==> src/rtl/switch_pkg.sv <==
// switch_pkg: shared egress-path types, frame constants and a wrap helper
package switch_pkg;
  localparam int MAX_ETHERNET_FRAME_BYTES = 1518;
  localparam int BYTE_WIDTH = 8;
  typedef enum logic [1:0] {ARB_IDLE, ARB_XFER, ARB_DRAIN} arb_state_t;
  function automatic int wrap_inc(int v, int n);
    return (v == n - 1) ? 0 : v + 1;
  endfunction
endpackage

==> src/rtl/port_tx_frame_arbiter_rr_pick.sv <==
// rr_pick: combinational round-robin first-set search of req starting at ptr
module rr_pick #(
  parameter int N = 4,
  parameter int IW = $clog2(N)
) (
  input  logic [N-1:0]  req,
  input  logic [IW-1:0] ptr,
  output logic [IW-1:0] idx,
  output logic          found
);
  // scan offsets from far to near so the closest set bit at or after ptr wins
  always_comb begin
    idx = '0;
    found = 1'b0;
    for (int k = N - 1; k >= 0; k--) begin
      if (req[IW'((int'(ptr) + k) % N)]) begin
        idx = IW'((int'(ptr) + k) % N);
        found = 1'b1;
      end
    end
  end
endmodule

==> src/rtl/port_tx_frame_arbiter.sv <==
// port_tx_frame_arbiter: whole-frame round-robin arbiter onto one egress byte stream with length cap; PORT_TX_STATS_EN adds frame/truncation counters
module port_tx_frame_arbiter
  import switch_pkg::*;
#(
  parameter int NUM_REQ = 4,
  parameter int DATA_W = BYTE_WIDTH,
  parameter int MAX_FRAME_BYTES = MAX_ETHERNET_FRAME_BYTES
) (
  input  logic                       clk,
  input  logic                       reset_n,
  input  logic [NUM_REQ-1:0]         req_valid,
  input  logic [NUM_REQ*DATA_W-1:0]  req_data,
  input  logic [NUM_REQ-1:0]         req_last,
  output logic [NUM_REQ-1:0]         req_ready,
  output logic                       out_valid,
  output logic [DATA_W-1:0]          out_data,
  output logic                       out_last,
  input  logic                       out_ready,
  input  logic                       out_prog_full,
  output logic                       trunc_pulse,
`ifdef PORT_TX_STATS_EN
  output logic [NUM_REQ*32-1:0]      frame_cnt,
  output logic [31:0]                trunc_cnt,
`endif
  output logic [$clog2(NUM_REQ)-1:0] grant_idx
);
  localparam int IW = $clog2(NUM_REQ);
  localparam int CW = $clog2(MAX_FRAME_BYTES + 1);
  arb_state_t state;
  logic [IW-1:0] rr_ptr, pick_idx;
  logic [CW-1:0] byte_cnt;
  logic pick_found, sel_valid, sel_last, at_max, xfer_hs, trunc, frame_end;
  rr_pick #(.N(NUM_REQ)) u_pick (
    .req   (req_valid),
    .ptr   (rr_ptr),
    .idx   (pick_idx),
    .found (pick_found)
  );
  assign sel_valid = req_valid[grant_idx];
  assign sel_last  = req_last[grant_idx];
  assign at_max    = byte_cnt == CW'(MAX_FRAME_BYTES - 1);
  assign out_valid = (state == ARB_XFER) & sel_valid;
  assign out_data  = (state == ARB_XFER) ? req_data[grant_idx*DATA_W +: DATA_W] : '0;
  assign out_last  = out_valid & (sel_last | at_max);
  assign xfer_hs   = out_valid & out_ready;
  assign trunc     = xfer_hs & at_max & ~sel_last;
  assign frame_end = (xfer_hs & sel_last) | ((state == ARB_DRAIN) & sel_valid & sel_last);
  // only the granted requester sees ready: egress ready while forwarding, always while draining
  always_comb begin
    req_ready = '0;
    req_ready[grant_idx] = (state == ARB_XFER) ? out_ready : (state == ARB_DRAIN);
  end
  // arbitration FSM: pick in IDLE, forward in XFER, discard the overlong tail in DRAIN
  always_ff @(posedge clk or negedge reset_n) begin
    if (!reset_n) begin
      state <= ARB_IDLE;
      rr_ptr <= '0;
      grant_idx <= '0;
      byte_cnt <= '0;
      trunc_pulse <= 1'b0;
    end else begin
      trunc_pulse <= trunc;
      if (state == ARB_IDLE && !out_prog_full && pick_found) begin
        grant_idx <= pick_idx;
        state <= ARB_XFER;
      end
      if (xfer_hs) byte_cnt <= byte_cnt + 1'b1;
      if (trunc) state <= ARB_DRAIN;
      if (frame_end) begin
        rr_ptr <= IW'(wrap_inc(int'(grant_idx), NUM_REQ));
        byte_cnt <= '0;
        state <= ARB_IDLE;
      end
    end
  end
`ifdef PORT_TX_STATS_EN
  // per-requester completed frames and total truncations, free-running wrap
  always_ff @(posedge clk or negedge reset_n) begin
    if (!reset_n) begin
      frame_cnt <= '0;
      trunc_cnt <= '0;
    end else begin
      if (frame_end) frame_cnt[grant_idx*32 +: 32] <= frame_cnt[grant_idx*32 +: 32] + 32'd1;
      if (trunc) trunc_cnt <= trunc_cnt + 32'd1;
    end
  end
`endif
endmodule
==> config.mk <==
export PLATFORM = sky130hd
export DESIGN_NAME = port_tx_frame_arbiter
export DESIGN_NICKNAME = d
export VERILOG_FILES = /design/src/rtl/switch_pkg.sv /design/src/rtl/port_tx_frame_arbiter_rr_pick.sv /design/src/rtl/port_tx_frame_arbiter.sv
export SDC_FILE = /design/constraint.sdc
export NUM_CORES = 1
export LEC_CHECK = 0
export CORE_MARGIN = 2
export CORE_UTILIZATION = 30
export CTS_CLUSTER_SIZE = 20
export DETAILED_ROUTE_END_ITERATION = 10
export HOLD_SLACK_MARGIN = 0.08
export PLACE_DENSITY = 0.66
export SLEW_MARGIN = 20
export SYNTH_ARGS = -nofsm -noshare
export SYNTH_HDL_FRONTEND = slang
export SYNTH_HIERARCHICAL = 1
export SYNTH_SLANG_ARGS = --single-unit
==> constraint.sdc <==
create_clock -name clk -period 1.8 [get_ports clk]
set_input_delay 0.45 -clock clk [delete_from_list [all_inputs] [get_ports clk]]
set_output_delay 0.45 -clock clk [all_outputs]
set_load 0.05 [all_outputs]
### After elaboration in Yosys (flattened, before gate mapping)

Cells that the tools add are included.

* reduce and logical (&&, ||, !) cells: 7
* $add $sub $neg: 5
* shifts and indexed selects: 1
* bitwise logic cells: 12
* magnitude comparators: 6
* equality and inequality tests: 4
* muxes and demuxes: 34

Operators with widths (count)
* 32-bit by 6-bit indexed part select with 8-bit output: 1
* 11-bit 2-to-1 mux: 2
* 2-bit by 4-bit < comparator with 1-bit output, second input constant: 4
* 1-bit 2-to-1 mux: 16
* 2-bit 2-to-1 mux: 8
* 1-bit binary-select mux with 2-bit select: 6
* 11-bit by 1-bit adder with 11-bit output, second input constant: 1
* 11-bit == test, second input constant: 1
* 1-bit AND: 8
* 8-bit 2-to-1 mux: 1
* 2-bit by 1-bit adder with 2-bit output, second input constant: 2
* 2-bit adder, second input constant: 2
* 4-bit AND: 1
* 2-bit by 1-bit == test with 1-bit output, second input constant: 2
* 1-bit logical AND: 3
* 2-bit by 3-bit < comparator with 1-bit output, second input constant: 1
* 3-bit nonzero test: 1
* 1-bit demux with 2-bit select: 1
* 2-bit == test, second input constant: 1
* 2-bit by 1-bit >= comparator with 1-bit output, second input constant: 1
* 2-bit logical NOT: 1
* 1-bit bitwise OR: 2
* 2-bit nonzero test: 1
* 1-bit logical NOT: 1
* 1-bit NOT: 1

* input port bits: 44
* logic and storage cells: 74
* output and inout port bits: 17
* bits in registers: 18

### Depth between registers and ports, before layout

Gate-level depths: netlist of the first run.

* depth in word-level cells: 12
* mapped depth: 6

### Hierarchy

Netlist of the first run, hierarchy kept.

By module, submodules not included
* port_tx_frame_arbiter: area each 1271.2 µm², times used 1, cells each 120, seq. area each 450.4 µm²
* rr_pick: area each 77.6 µm², times used 1, cells each 13, seq. area each 0.0 µm²

### Least setup slack after synthesis of the first run

No wires, ideal clock.

* path kind: register to output
* start point: reg grant_idx[0]
* end point: out out_last
* setup slack: -1.446 ns
* cell stages (with the launch flop): 4
* data required time: 1.350 ns
* arrival time: 2.796 ns
* cell sequence: dfrtp_1 > mux4_2 > and2_1 > a21boi_0

* word-level cells in the longest chain between the ends: 4

RTL lines
* start, declared: RTL line port_tx_frame_arbiter.sv:25 `output logic [$clog2(NUM_REQ)-1:0] grant_idx`
* start signal, assigned: RTL line port_tx_frame_arbiter.sv:64 `grant_idx <= pick_idx;`
* 1-bit binary-select mux with 2-bit select: RTL line port_tx_frame_arbiter.sv:39 `assign sel_valid = req_valid[grant_idx];`
* 1-bit 2-to-1 mux (not written as such): RTL line port_tx_frame_arbiter.sv:39
* 1-bit AND: RTL line port_tx_frame_arbiter.sv:42 `assign out_valid = (state == ARB_XFER) & sel_valid;`
* via out_valid: RTL line port_tx_frame_arbiter.sv:15 `output logic out_valid,`
* 1-bit AND: RTL line port_tx_frame_arbiter.sv:44 `assign out_last = out_valid & (sel_last | at_max);`
* end, declared: RTL line port_tx_frame_arbiter.sv:17 `output logic out_last,`

The timed path passes the listed nets, and every way through them passes these cells. The select of a mux whose other input is x is not followed.

### Worst setup path in the final report of the first run

* start point: reg grant_idx[0]
* end point: out out_last

* word-level cells in the longest chain between the ends: 4

RTL lines (RTL line)
* 1-bit binary-select mux with 2-bit select, on equally long branches: port_tx_frame_arbiter.sv:39, port_tx_frame_arbiter.sv:40
* 1-bit 2-to-1 mux, on equally long branches: port_tx_frame_arbiter.sv:39, port_tx_frame_arbiter.sv:40
* 1-bit AND or 1-bit bitwise OR (tied branches): port_tx_frame_arbiter.sv:42, port_tx_frame_arbiter.sv:44
* 1-bit AND (*): port_tx_frame_arbiter.sv:44

Every way passes the cells marked *; elsewhere a longest branch is shown, timed or not. The select of a mux whose other input is x is not followed.

==> impl_metrics.yaml, run 1 <==
detailed_routing:
  finalWirelength_mm: 3.96
  vias: 1334
  routed_via_density: 4.80
  drt_iter0_markers: 36
  drc: 0
  first_pass_iters: 4
  wl_per_cell_um: 14.3
  ant_nets: 0
timing:
  rsz0062_at_grt: "true"
  maxSlewViolCount: 0
  setup_slack_ps: -340
  relSlewSlack: 0.843
  finalClockSkew_ps: 1.52
  worstMarginPinSlew_ps: 236
  layout_worst_path_cycle_share: 1.19
  max_freq_mhz: 467
  min_period_ps: 2140
  finalSetupViolCount: 17
  finalHoldViolCount: 0
global_routing:
  grt-ovfl-total: 0
  met1_usage: 0.185
  grt_pass1_wl_mm: 6.23
  grt_max_degree: 19
  grt_antenna_before_repair: 0
  grt_most_used_layer: "met2"
  met2_usage: 0.276
  grt_use_total: 0.154
  grtUsageMet3: 0.0598
  first_global_vias: 1401
cts:
  hold_buffers: 0
  path_clk_slew_ps: 70
  cts_max_level: 1
  cts_num_sinks: 18
  cts_inserted_buffers: 3
  clock_latency_ps: 250
  clockBufferDepth: 2
  cts-root-buf: "clkbuf_8"
  tritoncts: "yes"
floorplanning:
  core_area_um2: 4350
  die_w_um: 71.1
  start_util: 0.310
  io_pins: 61
  die_y_um: 71.1
  dieArea_um2: 5050
  fp-row-count: 24
finish:
  area_growth_pct: 90.2
  nets: 277
  final_common_cell: "clkdlybuf4s50_1"
  regArea_um2: 453
  insertedDiodeCount: 0
  mostFrequentLayoutCells: "clkdlybuf4s50_1, buf_4, dfrtp_1"
  multiInputGateArea_um2: 953
  layout-drive-gt1-share: 0.429
  fillers: 373
place:
  hpwl_mm: 3.05
  pre_cts_slack_ps: -508
  globalplace.congestion: 0.777
  portBuffers: 60
outcome:
  violations: "setup timing"
  status: "finished with violations"
power_and_ir_drop:
  p_leak_nw: 1.12
  power_density_nw_per_um2: 1630
  irDropWorstVdd_v: 0.00129
  total_power_mw: 4.18
setup_path:
  start_kind: "flop"
  cp_max_fo: 4
  crit_required_ps: 1350
  ff2ff_setup_slack_ps: -70
  end_kind: "output pin"
  crit_arrival_ps: 1690
  crit_type: "flop to output pin"
  reg2reg_depth: 6
synthesis:
  ys_warn_count: 6
  synth-seq-cells: 18
  syn_inst: 133
  ys_types: 35
  syn_nets: 183
  synth_area_um2: 1350
  synth-seq-area-share: 0.334
  avgSynthCellArea_um2: 10.1
run:
  drv_cap: 0
min_path:
  hp-class: "input port to asynchronous set/reset pin"
worst paths after layout:
kind,start,to
setup / recovery,grant_idx[0],out_last
hold / removal,reset_n,byte_cnt[7]
setup reg to reg,grant_idx[0],state[1]
hold reg to reg,byte_cnt[0],byte_cnt[1]
max in group asynchronous,reset_n,grant_idx[0]
min in group clk,byte_cnt[0],byte_cnt[1]
synthesized netlist by cell type (all sizes together):
cell type	number	area share
dfrtp	18	0.33
and2	15	0.070
nor2	12	0.033
mux4	10	0.17
inv	8	0.022
a21oi	7	0.026
o21ai	7	0.026
ha	6	0.056
nand2	5	0.014
or3	5	0.023
buf	4	0.015
nand4	4	0.023
a211oi	3	0.020
and3	3	0.014
nand3	3	0.011
xor2	3	0.019
mux2	2	0.022
nand2b	2	0.0093
nor3b	2	0.015
xnor2	2	0.013
a21boi	1	0.0056
a21o	1	0.0056
and3b	1	0.0065
and4	1	0.0065
clkbuf	1	0.0028
mux2i	1	0.0074
nand4b	1	0.0065
nor2b	1	0.0046
nor3	1	0.0037
o21bai	1	0.0056
or2	1	0.0046
or4b	1	0.0074
logic make-up after synthesis:
kind of cell               share of synthesized area
and+or+nand+nor                                0.252
AOI/OAI and AO/OA                             0.0890
DFF                                            0.334
buffers and inverters                         0.0399
muxes                                          0.197
adders and majority gates                     0.0557
xor gates and xnor gates                      0.0325
layout make-up:
| class | count | area share |
|---|---|---|
| timing repair buffer | 94 | 0.391 |
| multi-input combinational | 102 | 0.372 |
| inverter | 8 | 0.0137 |
| clock buffer | 4 | 0.0215 |
| sequential | 18 | 0.177 |
| tap | 52 | 0.0254 |
metrics by stage:
stage | area (um^2) | TNS [ps] | utilization | instances | hold WS (ps)
after CTS | 2400 | -4000 | 0.552 | 274 | 535
after detailed placement | 2300 | -10710 | 0.527 | 269 | 568
after global routing | 2560 | -4850 | 0.589 | 278 | 550
after global placement | 2300 | -10070 | 0.527 | 269 | 553
final | 2560 | -3670 | 0.589 | 278 | 528
after floorplan | 1390 | -2750 | - | 133 | 154
state kept, by name, summed over array words and instances, names as in the netlist:
name,cells
byte_cnt,11
grant_idx,2
rr_ptr,2
state,2
trunc_pulse,1
critical path, cell delays in order, from the launching register on:
cell and delay (ps):
dfrtp_2 450, mux4_2 540, and2_4 170, a21boi_4 130
buf_6 150
what timing repair did:
action / in CTS / in global routing
endpoints found under the setup margin: 30 / 25
gates resized for setup: 22 / 33
cloned: 0 / 1
pin swaps: 1 / 10
setup buffers: 1 / 4
power breakdown:
part | internal (mW) | leakage, nW | switching (mW)
Combinational | 1.66 | 0.856 | 1.55
Clock | 0.194 | 0.0288 | 0.134
Sequential | 0.511 | 0.233 | 0.134
layer usage:
| layer | share of wire | vias up |
|---|---|---|
| met3 | 0.061 | 0 |
| li1 | - | 661 |
| met5 | 0 | - |
| met4 | 0 | 0 |
| met1 | 0.41 | 644 |
| met2 | 0.53 | 29 |
No activity file was read; power rests on OpenSTA's default activity.
==> run 2: changes to the inputs <==
--- a/config.mk
+++ b/config.mk
@@ -5,6 +5,7 @@
 export SDC_FILE = /design/constraint.sdc
 export NUM_CORES = 1
 export LEC_CHECK = 0
+export CORE_ASPECT_RATIO = 0.9
 export CORE_MARGIN = 2
 export CORE_UTILIZATION = 30
 export CTS_CLUSTER_SIZE = 20
==> impl_metrics.yaml, run 2 (synthesized netlist as in run 1, its figures left out) <==
outcome:
  status: "finished with violations"
  violations: "setup timing"
power_and_ir_drop:
  p_leak_nw: 1.14
  pwr-share-clk: 0.079
  p_int_mw: 2.36
  p_sw_frac: 0.438
  irDropWorstVdd_v: 0.000812
  p_seq_frac: 0.150
  comb_power_share: 0.771
  total_power_mw: 4.19
  p_switching_mw: 1.84
  power_density_nw_per_um2: 1610
detailed_routing:
  routed_via_density: 4.64
  wl_per_cell_um: 14.7
  drc: 0
  finalWirelength_mm: 4.32
  vias: 1359
  first_pass_iters: 4
  drt_iter0_markers: 47
  ant_nets: 0
place:
  portBuffers: 60
  placed_area_um2: 2290
  hpwl_mm: 3.18
  globalplace.congestion: 0.868
timing:
  maxSlewViolCount: 0
  finalClockSkew_ps: 1.59
  rsz0062_at_grt: "true"
  tns_ps: -3670
  finalHoldViolCount: 0
  min_period_ps: 2140
  relSlewSlack: 0.836
  worstMarginPinSlew_ps: 246
  finalSetupViolCount: 16
  layout_worst_path_cycle_share: 1.19
  max_freq_mhz: 467
  setup_slack_ps: -340
finish:
  area_growth_pct: 93.4
  final_common_cell: "clkdlybuf4s50_1"
  insertedDiodeCount: 0
  regMostFlops: "byte_cnt"
  regArea_um2: 453
  layout-drive-gt1-share: 0.442
  fin_area_um2: 2610
  multiInputGateArea_um2: 962
  largest_reg_flops: 11
  fillers: 360
  mostFrequentLayoutCells: "clkdlybuf4s50_1, buf_4, dfrtp_1"
  nets: 282
cts:
  cts_num_sinks: 18
  tritoncts: "yes"
  path_clk_slew_ps: 70
  clock_latency_ps: 250
  cts_inserted_buffers: 3
  cts_max_level: 1
  cts-root-buf: "clkbuf_8"
  clockBufferDepth: 2
floorplanning:
  core_area_um2: 4400
  start_util: 0.306
  fp-row-count: 23
  die_w_um: 74.7
  dieArea_um2: 5050
  die_y_um: 67.6
  io_pins: 61
global_routing:
  grt_max_degree: 19
  grt_pass1_wl_mm: 6.06
  first_global_vias: 1266
  grt-ovfl-total: 0
  grt_antenna_before_repair: 0
  grt_use_total: 0.159
setup_path:
  crit_required_ps: 1350
  setup.worst_path.start: "grant_idx[0]"
  cp_max_fo: 5
  crit_end: "out_last"
  crit_type: "flop to output pin"
  end_kind: "output pin"
  r2r-end: "state[1]"
  ff2ff_setup_slack_ps: -10
  r2r_start: "grant_idx[0]"
  reg2reg_depth: 5
  crit_arrival_ps: 1690
  start_kind: "flop"
min_path:
  hp-class: "input port to asynchronous set/reset pin"
run:
  drv_cap: 0
-- run 2: final cells by class --
class,count,area share
clock buffers,4,0.0211
inverters,8,0.0144
multi-input cells,102,0.369
flip-flops and latches,18,0.174
well taps,62,0.0297
repair buffers,99,0.392
-- run 2: metrics by stage --
stage	utilization	worst slack (ps)	hold WS, ps	instances
floorplan	-	-287	154	133
global placement	0.520	-527	544	278
detailed placement	0.520	-532	561	278
CTS	0.547	-345	542	284
global route	0.592	-382	550	293
finish	0.592	-340	532	293
-- run 2: how the worst min path moves through the flow --
stage / end / slack, ps / cells past startpoint
floorplan: byte_cnt[0] / 150 / 0
global route: byte_cnt[2] / 550 / 2
finish: state[0] / 530 / 2
global placement: byte_cnt[8] / 540 / 2
CTS: byte_cnt[10] / 540 / 2
detailed placement: byte_cnt[8] / 560 / 2
-- run 2: repair_timing --
item                       4_1_cts  5_1_grt
pin swaps                        6        8
gates cloned                     0        1
buffers inserted                 2        9
setup endpoints to repair       29       19
hold buffers                     0        0
gates resized for setup         26       31
-- run 2: power groups by stage --
stage / Clock (mW) / Combinational [mW] / Sequential [mW]
floorplan: 0 / 1.57 / 0.694
global placement: 0 / 2.59 / 0.617
finish: 0.332 / 3.23 / 0.628
global route: 0.362 / 3.41 / 0.642
detailed placement: 0 / 2.62 / 0.622
CTS: 0.339 / 2.82 / 0.617
-- run 2: critical path, stage by stage, from the launching register on --
cell and delay, ps:
dfrtp_2 440, clkbuf_16 170, mux4_2 540, inv_2 90
a21boi_4 50, buf_6 150
-- run 2: per-layer routing --
metal,GRT usage,part of all wire,up-vias
met5,0,0,-
met4,0.0201,0.0030,0
met3,0.0313,0.025,2
met2,0.247,0.52,23
met1,0.235,0.45,661
li1,-,-,673
